--- config.mk ---
export PLATFORM = sky130hd
export DESIGN_NAME = sw_sample_ctrl
export DESIGN_NICKNAME = d
export VERILOG_FILES = /design/src/rtl/sw_sample_ctrl.sv
export SDC_FILE = /design/constraint.sdc
export NUM_CORES = 1
export LEC_CHECK = 0
export ABC_AREA = 1
export CAP_MARGIN = 20
export CORE_UTILIZATION = 35
export CTS_BUF_LIST = sky130_fd_sc_hd__clkbuf_2
export DETAILED_ROUTE_END_ITERATION = 7
export HOLD_SLACK_MARGIN = 0.02
export SLEW_MARGIN = 0
export SYNTH_ARGS = -nofsm -noshare
export SYNTH_HDL_FRONTEND = slang
export SYNTH_SLANG_ARGS = --single-unit
--- constraint.sdc ---
create_clock -name i_clk -period 2 [get_ports i_clk]
set_input_delay 0.5 -clock i_clk [delete_from_list [all_inputs] [get_ports i_clk]]
set_output_delay 0.5 -clock i_clk [all_outputs]
set_load 0.005 [all_outputs]
--- src/rtl/sw_sample_ctrl.sv ---
// Switch sampler: synchronizes raw switch levels, debounces the whole bus as one value, and
// commits each stable new value to the switch input buffer once, deferring while the CPU is loading.
module sw_sample_ctrl #(
  parameter int DEBOUNCE_CYCLES = 16,
  parameter int WIDTH           = 32
) (
  input  logic             i_clk,
  input  logic             rst_n,
  input  logic [WIDTH-1:0] i_sw_raw,
  input  logic             i_ld_req,
  input  logic             i_chg_clr,
  output logic             o_wren,
  output logic [WIDTH-1:0] o_wdata,
  output logic             o_changed,
  output logic [1:0]       o_state
);

  localparam int CW = $clog2(DEBOUNCE_CYCLES + 1);
  localparam logic [CW-1:0] CNT_LAST = CW'(DEBOUNCE_CYCLES - 1);
  localparam logic [CW-1:0] CNT_ONE  = CW'(1);

  localparam logic [1:0] IDLE   = 2'd0;
  localparam logic [1:0] SETTLE = 2'd1;
  localparam logic [1:0] COMMIT = 2'd2;

  logic [WIDTH-1:0] sync1_q, sync2_q;
  logic [WIDTH-1:0] cand_q, cand_d;
  logic [WIDTH-1:0] comm_q, comm_d;
  logic [CW-1:0]    cnt_q, cnt_d;
  logic [1:0]       state_q, state_d;
  logic             changed_q, changed_d;

  always_ff @(posedge i_clk or negedge rst_n) begin
    if (!rst_n) begin
      sync1_q   <= '0;
      sync2_q   <= '0;
      cand_q    <= '0;
      comm_q    <= '0;
      cnt_q     <= '0;
      state_q   <= IDLE;
      changed_q <= 1'b0;
    end else begin
      sync1_q   <= i_sw_raw;
      sync2_q   <= sync1_q;
      cand_q    <= cand_d;
      comm_q    <= comm_d;
      cnt_q     <= cnt_d;
      state_q   <= state_d;
      changed_q <= changed_d;
    end
  end

  always_comb begin
    state_d   = state_q;
    cand_d    = cand_q;
    comm_d    = comm_q;
    cnt_d     = cnt_q;
    changed_d = i_chg_clr ? 1'b0 : changed_q;
    case (state_q)
      IDLE: begin
        if (sync2_q != comm_q) begin
          cand_d  = sync2_q;
          cnt_d   = '0;
          state_d = SETTLE;
        end
      end
      SETTLE: begin
        if (sync2_q == comm_q) begin
          state_d = IDLE;
        end else if (sync2_q != cand_q) begin
          cand_d = sync2_q;
          cnt_d  = '0;
        end else if (cnt_q == CNT_LAST) begin
          state_d = COMMIT;
        end else begin
          cnt_d = cnt_q + CNT_ONE;
        end
      end
      COMMIT: begin
        // cand stays frozen until the buffer write lands; a commit wins over a same-cycle clear
        if (!i_ld_req) begin
          comm_d    = cand_q;
          changed_d = 1'b1;
          state_d   = IDLE;
        end
      end
      default: state_d = IDLE;
    endcase
  end

  assign o_wren    = (state_q == COMMIT) && !i_ld_req;
  assign o_wdata   = cand_q;
  assign o_changed = changed_q;
  assign o_state   = state_q;

endmodule

Yosys cells after proc, flatten, opt, wreduce, memory -nomap -nowiden
Index checks and enable logic that the tools add are counted.
{ "word_totals": {"ff_bits": 136, "input_bits": 36, "output_inout_bits": 36, "elab_cells": 48} }
{ "classes": {"addsub": 1, "n_eq_ne": 13, "n_mux": 18, "bitwise": 1, "n_reduce_logical": 8} }
{ "op_table": {"columns": ["op", "count"], "rows": [
  ["32-bit two-way mux", 3],
  ["32-bit inequality test", 2],
  ["32-bit case mux with 2 select lines", 1],
  ["32-bit equality test", 1],
  ["5-bit two-way mux", 4],
  ["4-bit AND reduction", 3],
  ["2-bit two-way mux", 5],
  ["5-bit case mux with 2 select lines", 1],
  ["3-bit inequality test, second input constant", 3],
  ["2-bit inequality test, second input constant", 4],
  ["2-bit case mux with 3 select lines", 1],
  ["5-bit by 1-bit adder with 5-bit output, second input constant", 1],
  ["5-bit by 4-bit equality test with 1-bit output, second input constant", 1],
  ["1-bit two-way mux", 3],
  ["2-bit by 1-bit equality test with 1-bit output, second input constant", 1],
  ["2-bit equality test, second input constant", 1],
  ["2-bit logical NOT", 1],
  ["2-bit AND reduction", 1],
  ["2-bit nonzero test", 1],
  ["1-bit logical AND", 1],
  ["1-bit logical NOT", 1],
  ["1-bit inverter", 1]
]} }

Depth between registers and ports, before layout
Gate-level depths: netlist (run 1).
{ "logic_depth": {"ltp_word": 5, "mapped_depth": 14} }

Worst setup path after synthesis (run 1)
No wires, ideal clock.
{ "synth_timing": {"path_kind": "input to output", "start": "input i_ld_req", "end": "output o_wren", "arrival_ns": 1.078, "setup_slack_ns": 0.422, "cell_stages": 2, "path_cell_list": "nor3_2 -> clkbuf_1"} }
{ "synth_between": {"elab_chain_cells": 2} }
{ "synth_rtl": {"columns": ["element", "line_no", "source"], "rows": [
  ["from (decl)", "10", "input logic i_ld_req,"],
  ["1-bit logical NOT", "91", "assign o_wren = (state_q == COMMIT) && !i_ld_req;"],
  ["1-bit logical AND", "91", null],
  ["to (decl)", "12", "output logic o_wren,"]
]} }
No other way between the ends.

Worst setup path in the final report (run 1)
{ "layout_timing": {"start": "register state_q[0], in the netlist o_state[0]", "end": "output o_wren"} }
{ "layout_between": {"elab_chain_cells": 2} }
{ "layout_rtl": {"columns": ["element", "line_no", "source"], "rows": [
  ["from (decl)", "30", "logic [1:0] state_q, state_d;"],
  ["from (signal assigned)", "48", "state_q <= state_d;"],
  ["2-bit equality test", "91", null],
  ["1-bit logical AND", "91", null]
]} }
No other way between the ends.

==> flow_metrics.env, run 1 <==
export IMPL_p_sw_share_pct=27.1
export IMPL_final_nets=886
export IMPL_vias_per_cell=4.23
export IMPL_intPower_mw=3.77
export IMPL_wl_per_cell_um=12.1
export IMPL_ff2ff_setup_slack_ps=120
export IMPL_clkPwrFrac_pct=31.2
export IMPL_place_area_mm2=0.00704
export IMPL_final_util_pct=48.3
export IMPL_dp_final_hpwl_um=8490
export IMPL_drt_initial_drc_count=248
export IMPL_setup_slack_ps=-45.7
export IMPL_htree_num_levels=4
export IMPL_grt_overflow=0
export IMPL_switchingPower_mw=1.40
export IMPL_insertion_delay_ps=720
export IMPL_synthesis_area_mm2=0.00585
export IMPL_crit_chain="buf_6, nor3_4, buf_2"
export IMPL_drtPass1Iterations=4
export IMPL_drc=0
export IMPL_p_leak_nw=4.03
export IMPL_gp_congestion=0.771
export IMPL_worstPathRequired_ps=1500
export IMPL_synth_distinct_cells=22
export IMPL_antenna_left=0
export IMPL_dieArea_mm2=0.0172
export IMPL_core_rowCount=46
export IMPL_combPwrFrac_pct=11.3
export IMPL_via_count=4565
export IMPL_die_x_um=131
export IMPL_tightestPinTransition_ps=492
export IMPL_core_mm2=0.0161
export IMPL_worst_path_buf_inv=2
export IMPL_grt_pass1_vias=4548
export IMPL_numCtsBuffers=17
export IMPL_p_seq_share_pct=57.4
export IMPL_syn_avg_cell_area_um2=8.55
export IMPL_crit_arrival_ps=1550
export IMPL_track_usage_pct=16.6
export IMPL_setup_viol=1
export IMPL_cp_slowest_cell="dfrtp_1"
export IMPL_synth_mux_area_share_pct=0
export IMPL_fin_crit_sh_pct=102
export IMPL_slew_viol_final=0
export IMPL_initial_core_util_pct=36.3
export IMPL_finalCriticalPeriod_ps=2050
export IMPL_grt_pass1_wl_um=22200
export IMPL_slew_headroom_pct=67.2
export IMPL_crit_path_max_fanout=2
export IMPL_violations="negative setup slack"
export IMPL_start_kind="register"
export IMPL_tritoncts="yes"
export IMPL_syn_nets=722
export IMPL_final_area_mm2=0.00779
export IMPL_wirelength_um=13000
export IMPL_port_buffers=71
export IMPL_pin_count=72
export IMPL_fp_dieH_um=131
export IMPL_r2r_end="o_wdata[21]$_DFFE_PN0P_"
export IMPL_max_freq_ghz=0.489
export IMPL_timing_hold_violations_final=0
export IMPL_ys_seq_area_share_pct=58.2
export IMPL_syn2layout_area_growth_pct=33.2
export IMPL_synth_top_family_by_area="simple AND/OR/NAND/NOR gates"
export IMPL_maxCapViolCount=0
export IMPL_slowest_delay_ps=420
export IMPL_grt_max_degree=52
export IMPL_clk_pin_slew_ps=210
export IMPL_fill_cells=1546
export IMPL_status="finished with violations"
export IMPL_yosys_area_share_simple_pct=26.2
export IMPL_clock_skew_ps=44.2
export IMPL_hold_path_depth=1
export IMPL_rsz0062_at_grt="yes"
export IMPL_synthAdderAreaFrac_pct=0.428
export IMPL_clockBufferDepth=2
export IMPL_critPathLaunch="o_state[0]$_DFFE_PN0P_"
export IMPL_synth_seq_cells=136
export IMPL_hold_end="sync1_q[18]$_DFF_PN0_"
export IMPL_ir_worst_vdd_uv=393
export IMPL_worstReg2RegStart="o_wdata[7]$_DFFE_PN0P_"
export IMPL_hold_path_class="in2reg"
export IMPL_min_delay_start="i_sw_raw[18]"
export IMPL_cp_top_family="flip-flops"
export IMPL_syn_inst=684
export IMPL_antenna_found_initial=1
export IMPL_cellPowerDensity_mw_per_mm2=663
export IMPL_worstSetupEndpointType="output pin"
export IMPL_drive_gt1_share_pct=20.2
export IMPL_cts_root_buf="clkbuf_2"
export IMPL_totalPowerFinal_mw=5.17
export IMPL_yosysWarnings=0
export IMPL_synth_compound_area_share_pct=2.23
export IMPL_synth_xor_area_share_pct=5.69
export IMPL_tritoncts_num_sinks=136
export IMPL_reg2reg_depth=12
export IMPL_worst_setup_path_type="reg2out"
## flip-flops by register name, summed over array words and instances (netlist names)
| register | flops |
|---|---|
| cnt_q | 5 |
| comm_q | 32 |
| o_changed | 1 |
| o_state | 2 |
| o_wdata | 32 |
| sync1_q | 32 |
| sync2_q | 32 |
## cell usage in the layout (no fill, tap or decap), drive strengths merged
cell type,n
clkbuf,26
nor2,52
inv,88
nand3,12
nor3,1
buf,107
dfrtp,136
diode,1
clkdlybuf4s15,4
clkinvlp,3
a21oi,1
clkdlybuf4s50,34
bufinv,2
nand2,315
dlygate4sd3,1
o21ai,25
dlygate4sd2,4
ha,2
nand4,5
xnor2,28
xor2,10
clkinv,5
## area by class of cell
class                           instances  area [µm²]  area share [%]
Antenna cell                            1        2.50          0.0321
Clock buffer                           20         100            1.29
Clock inverter                         12         125            1.61
Inverter                               86         325            4.18
Multi-Input combinational cell        451        2110            27.1
Sequential cell                       136        3410            43.7
Tap cell                              216         270            3.47
Timing Repair Buffer                  156        1450            18.6
## cells by family (layout without fill, tap and decap cells)
logic type / after synthesis / after routing
AND/OR/NAND/NOR: 384 / 385
flip-flops: 136 / 136
buffers and inverters: 98 / 274
XOR/XNOR: 38 / 38
AO/OA/AOI/OAI: 26 / 26
adder cells (fa/ha/maj): 2 / 2
other: 0 / 1
## stage by stage
step / TNS, ps / instances / hold WS, ps / worst slack (ps)
2_1_floorplan: 0 / 684 / 204 / 422
3_3_place_gp: -4270 / 993 / 332 / -290
3_5_place_dp: -5370 / 993 / 335 / -297
6_report: -45.7 / 1078 / 174 / -45.7
5_1_grt: -433 / 1078 / 71.3 / -165
4_1_cts: -144 / 1071 / 97.1 / -144
## worst max path at each step
stage | to | slack (ps) | cells past startpoint
6_report | o_wren | -50 | 3
5_1_grt | o_wren | -170 | 3
4_1_cts | o_wren | -140 | 3
3_5_place_dp | comm_q[4]$_DFFE_PN0P_ | -300 | 6
3_3_place_gp | o_wren | -290 | 3
2_1_floorplan | o_wren | 420 | 2
## power by group through the flow
stage	Combinational [mW]	Sequential, mW	Clock (mW)
2_1_floorplan	0.210	3.01	0
3_3_place_gp	0.507	3.02	0
3_5_place_dp	0.511	3.03	0
4_1_cts	0.568	2.96	1.67
5_1_grt	0.666	2.99	1.81
6_report	0.585	2.97	1.61
## cells in the mapped netlist
| cell type | n | area [µm²] |
|---|---|---|
| nand2_1 | 311 | 1170 |
| dfrtp_1 | 136 | 3400 |
| inv_1 | 81 | 304 |
| nor2_1 | 45 | 169 |
| xnor2_1 | 28 | 245 |
| o21ai_0 | 25 | 125 |
| nand3_1 | 11 | 55.1 |
| xor2_1 | 10 | 87.6 |
| clkbuf_1 | 6 | 22.5 |
| inv_2 | 5 | 18.8 |
| nand4_1 | 4 | 25.0 |
| buf_6 | 3 | 33.8 |
| buf_8 | 3 | 45.0 |
| nand2_2 | 3 | 18.8 |
| nor2_2 | 3 | 18.8 |
| nor2_4 | 3 | 33.8 |
| ha_1 | 2 | 25.0 |
| a21oi_1 | 1 | 5.00 |
| nand2_4 | 1 | 11.3 |
| nand3_2 | 1 | 10.0 |
| nand4_2 | 1 | 12.5 |
| nor3_2 | 1 | 10.0 |
## metal layers
metal  share of wire [%]  track usage (%)  wire, µm
met1                  47             21.5      6070
met2                  47             26.5      6150
met4                 1.4             6.20       180
met5                   0                0         0
met3                 4.8             4.55       620
## repair_timing
item	in CTS	in global routing
buffers inserted	44	11
gates resized for setup	125	51
pin swaps	1	9
hold buffers	1	0
gates cloned	1	0
endpoints found under the setup margin	68	69
hold endpoints to repair	136	0
No activity file was read; power rests on OpenSTA's default activity.
==> run 2, diff against run 1 <==
--- a/config.mk
+++ b/config.mk
@@ -11,6 +11,7 @@
 export CTS_BUF_LIST = sky130_fd_sc_hd__clkbuf_2
 export DETAILED_ROUTE_END_ITERATION = 7
 export HOLD_SLACK_MARGIN = 0.02
+export REMOVE_ABC_BUFFERS = 1
 export SLEW_MARGIN = 0
 export SYNTH_ARGS = -nofsm -noshare
 export SYNTH_HDL_FRONTEND = slang
==> flow_metrics.env, run 2 (synthesized netlist as in run 1, its figures left out) <==
export IMPL_die_x_um=131
export IMPL_crit_path_max_fanout=2
export IMPL_grt_overflow=0
export IMPL_maxCapViolCount=0
export IMPL_tritoncts="yes"
export IMPL_initial_core_util_pct=36.3
export IMPL_antenna_found_initial=0
export IMPL_r2r_end="o_wdata[4]$_DFFE_PN0P_"
export IMPL_p_leak_nw=3.98
export IMPL_track_usage_pct=16.3
export IMPL_timing_hold_violations_final=0
export IMPL_port_buffers=71
export IMPL_drive_gt1_share_pct=19.3
export IMPL_final_util_pct=47.8
export IMPL_hold_end="sync1_q[18]$_DFF_PN0_"
export IMPL_place_area_mm2=0.00701
export IMPL_setup_slack_ps=13.1
export IMPL_drtPass1Iterations=5
export IMPL_antenna_left=0
export IMPL_ir_worst_vdd_uv=442
export IMPL_wirelength_um=12900
export IMPL_pin_count=72
export IMPL_grt_pass1_wl_um=21600
export IMPL_hold_path_class="in2reg"
export IMPL_drc=0
export IMPL_final_area_mm2=0.00770
export IMPL_syn2layout_area_growth_pct=31.7
export IMPL_slew_headroom_pct=68.3
export IMPL_clock_skew_ps=42.7
export IMPL_rsz0062_at_grt="yes"
export IMPL_grt_max_degree=52
export IMPL_hold_path_depth=1
export IMPL_cts_root_buf="clkbuf_2"
export IMPL_drt_initial_drc_count=248
export IMPL_tightestPinTransition_ps=475
export IMPL_wl_met3_um=523
export IMPL_min_delay_start="i_sw_raw[18]"
export IMPL_antenna_cells=0
export IMPL_slew_viol_final=0
export IMPL_status="finished clean"
export IMPL_layout_commonest_cell="nand2_1"
export IMPL_wl_per_cell_um=12.0
export IMPL_setup_tns_ps=0
export IMPL_dieArea_mm2=0.0172
export IMPL_tritoncts_num_sinks=136
export IMPL_clockBufferDepth=2
export IMPL_worstPathRequired_ps=1500
export IMPL_worst_setup_path_type="reg2out"
export IMPL_fin_crit_sh_pct=99.3
export IMPL_gp_congestion=0.753
export IMPL_final_nets=884
export IMPL_wl_met1_um=6140
export IMPL_place_ws_ps=-404
export IMPL_top_layer_used="met4"
export IMPL_vias_per_cell=4.21
export IMPL_finalCriticalPeriod_ps=1990
export IMPL_insertion_delay_ps=710
export IMPL_max_freq_ghz=0.503
export IMPL_fp_dieH_um=131
export IMPL_core_mm2=0.0161
export IMPL_final_cell_mix="nand2_1, dfrtp_1, inv_1"
export IMPL_wl_met2_um=6040
export IMPL_start_kind="register"
export IMPL_worstReg2RegStart="o_wdata[19]$_DFFE_PN0P_"
export IMPL_via_count=4517
export IMPL_numCtsBuffers=17
export IMPL_reg2reg_depth=12
export IMPL_crit_arrival_ps=1490
export IMPL_core_rowCount=46
export IMPL_setup_viol=0
export IMPL_dp_final_hpwl_um=8440
export IMPL_clk_pin_slew_ps=210
export IMPL_ff2ff_setup_slack_ps=70
export IMPL_worstSetupEndpointType="output pin"
export IMPL_grt_pass1_vias=4321
export IMPL_cellPowerDensity_mw_per_mm2=640
export IMPL_htree_num_levels=4
## run 2: cell count changes in the layout (fill, tap and decap cells not counted), moves of 3 or more
cell / previous run / this run
clkdlybuf4s15_1: 4 / 9
dlygate4sd2_1: 4 / 7
buf_6: 35 / 26
buf_4: 58 / 54
buf_2: 8 / 15
## run 2: layout make-up
cell class	instances	area (µm²)
Inverter	86	328
Clock inverter	9	80.1
Sequential cell	136	3400
Multi-Input combinational cell	451	2130
Clock buffer	21	105
Fill cell	1565	8410
Timing Repair Buffer	154	1390
Tap cell	216	270
## run 2: power by group
group,internal (mW),switching [mW]
clock,0.444,0.954
sequential,2.87,0.0916
combinational,0.299,0.268
## run 2: worst max-delay path by stage
| stage | startpoint | to | cells past startpoint |
|---|---|---|---|
| floorplan | o_state[1]$_DFFE_PN0P_ | comm_q[25]$_DFFE_PN0P_ | 4 |
| finish | o_state[0]$_DFFE_PN0P_ | o_wren | 3 |
| global placement | i_ld_req | comm_q[29]$_DFFE_PN0P_ | 6 |
| CTS | o_state[1]$_DFFE_PN0P_ | o_wren | 3 |
| detailed placement | i_ld_req | comm_q[25]$_DFFE_PN0P_ | 6 |
| global route | o_state[0]$_DFFE_PN0P_ | o_wren | 3 |
## run 2: per-stage QoR
step	std cells	total power, mW	hold WS, ps
floorplan	672	3.22	204
global placement	989	3.53	332
detailed placement	989	3.53	335
CTS	1064	4.98	130
global route	1073	5.21	107
finish	1073	4.93	194
## run 2: timing repair
item,in CTS,in global routing
setup endpoints to repair,68,55
resized for setup,104,46
hold buffers,1,0
gates cloned,1,0
pin swaps,1,5
buffers inserted,43,9
endpoints found under the hold margin,109,0
## run 2: routing by layer
layer / track usage, % / vias to the layer above
li1: - / 2365
met1: 21.8 / 2059
met2: 25.4 / 76
met3: 4.32 / 17
met4: 5.43 / 0
met5: 0 / -
## run 2: critical path: stages, from the launching register on
cell and delay, ps:
dfrtp_1 420, buf_6 120, nor3_4 110, buf_2 150
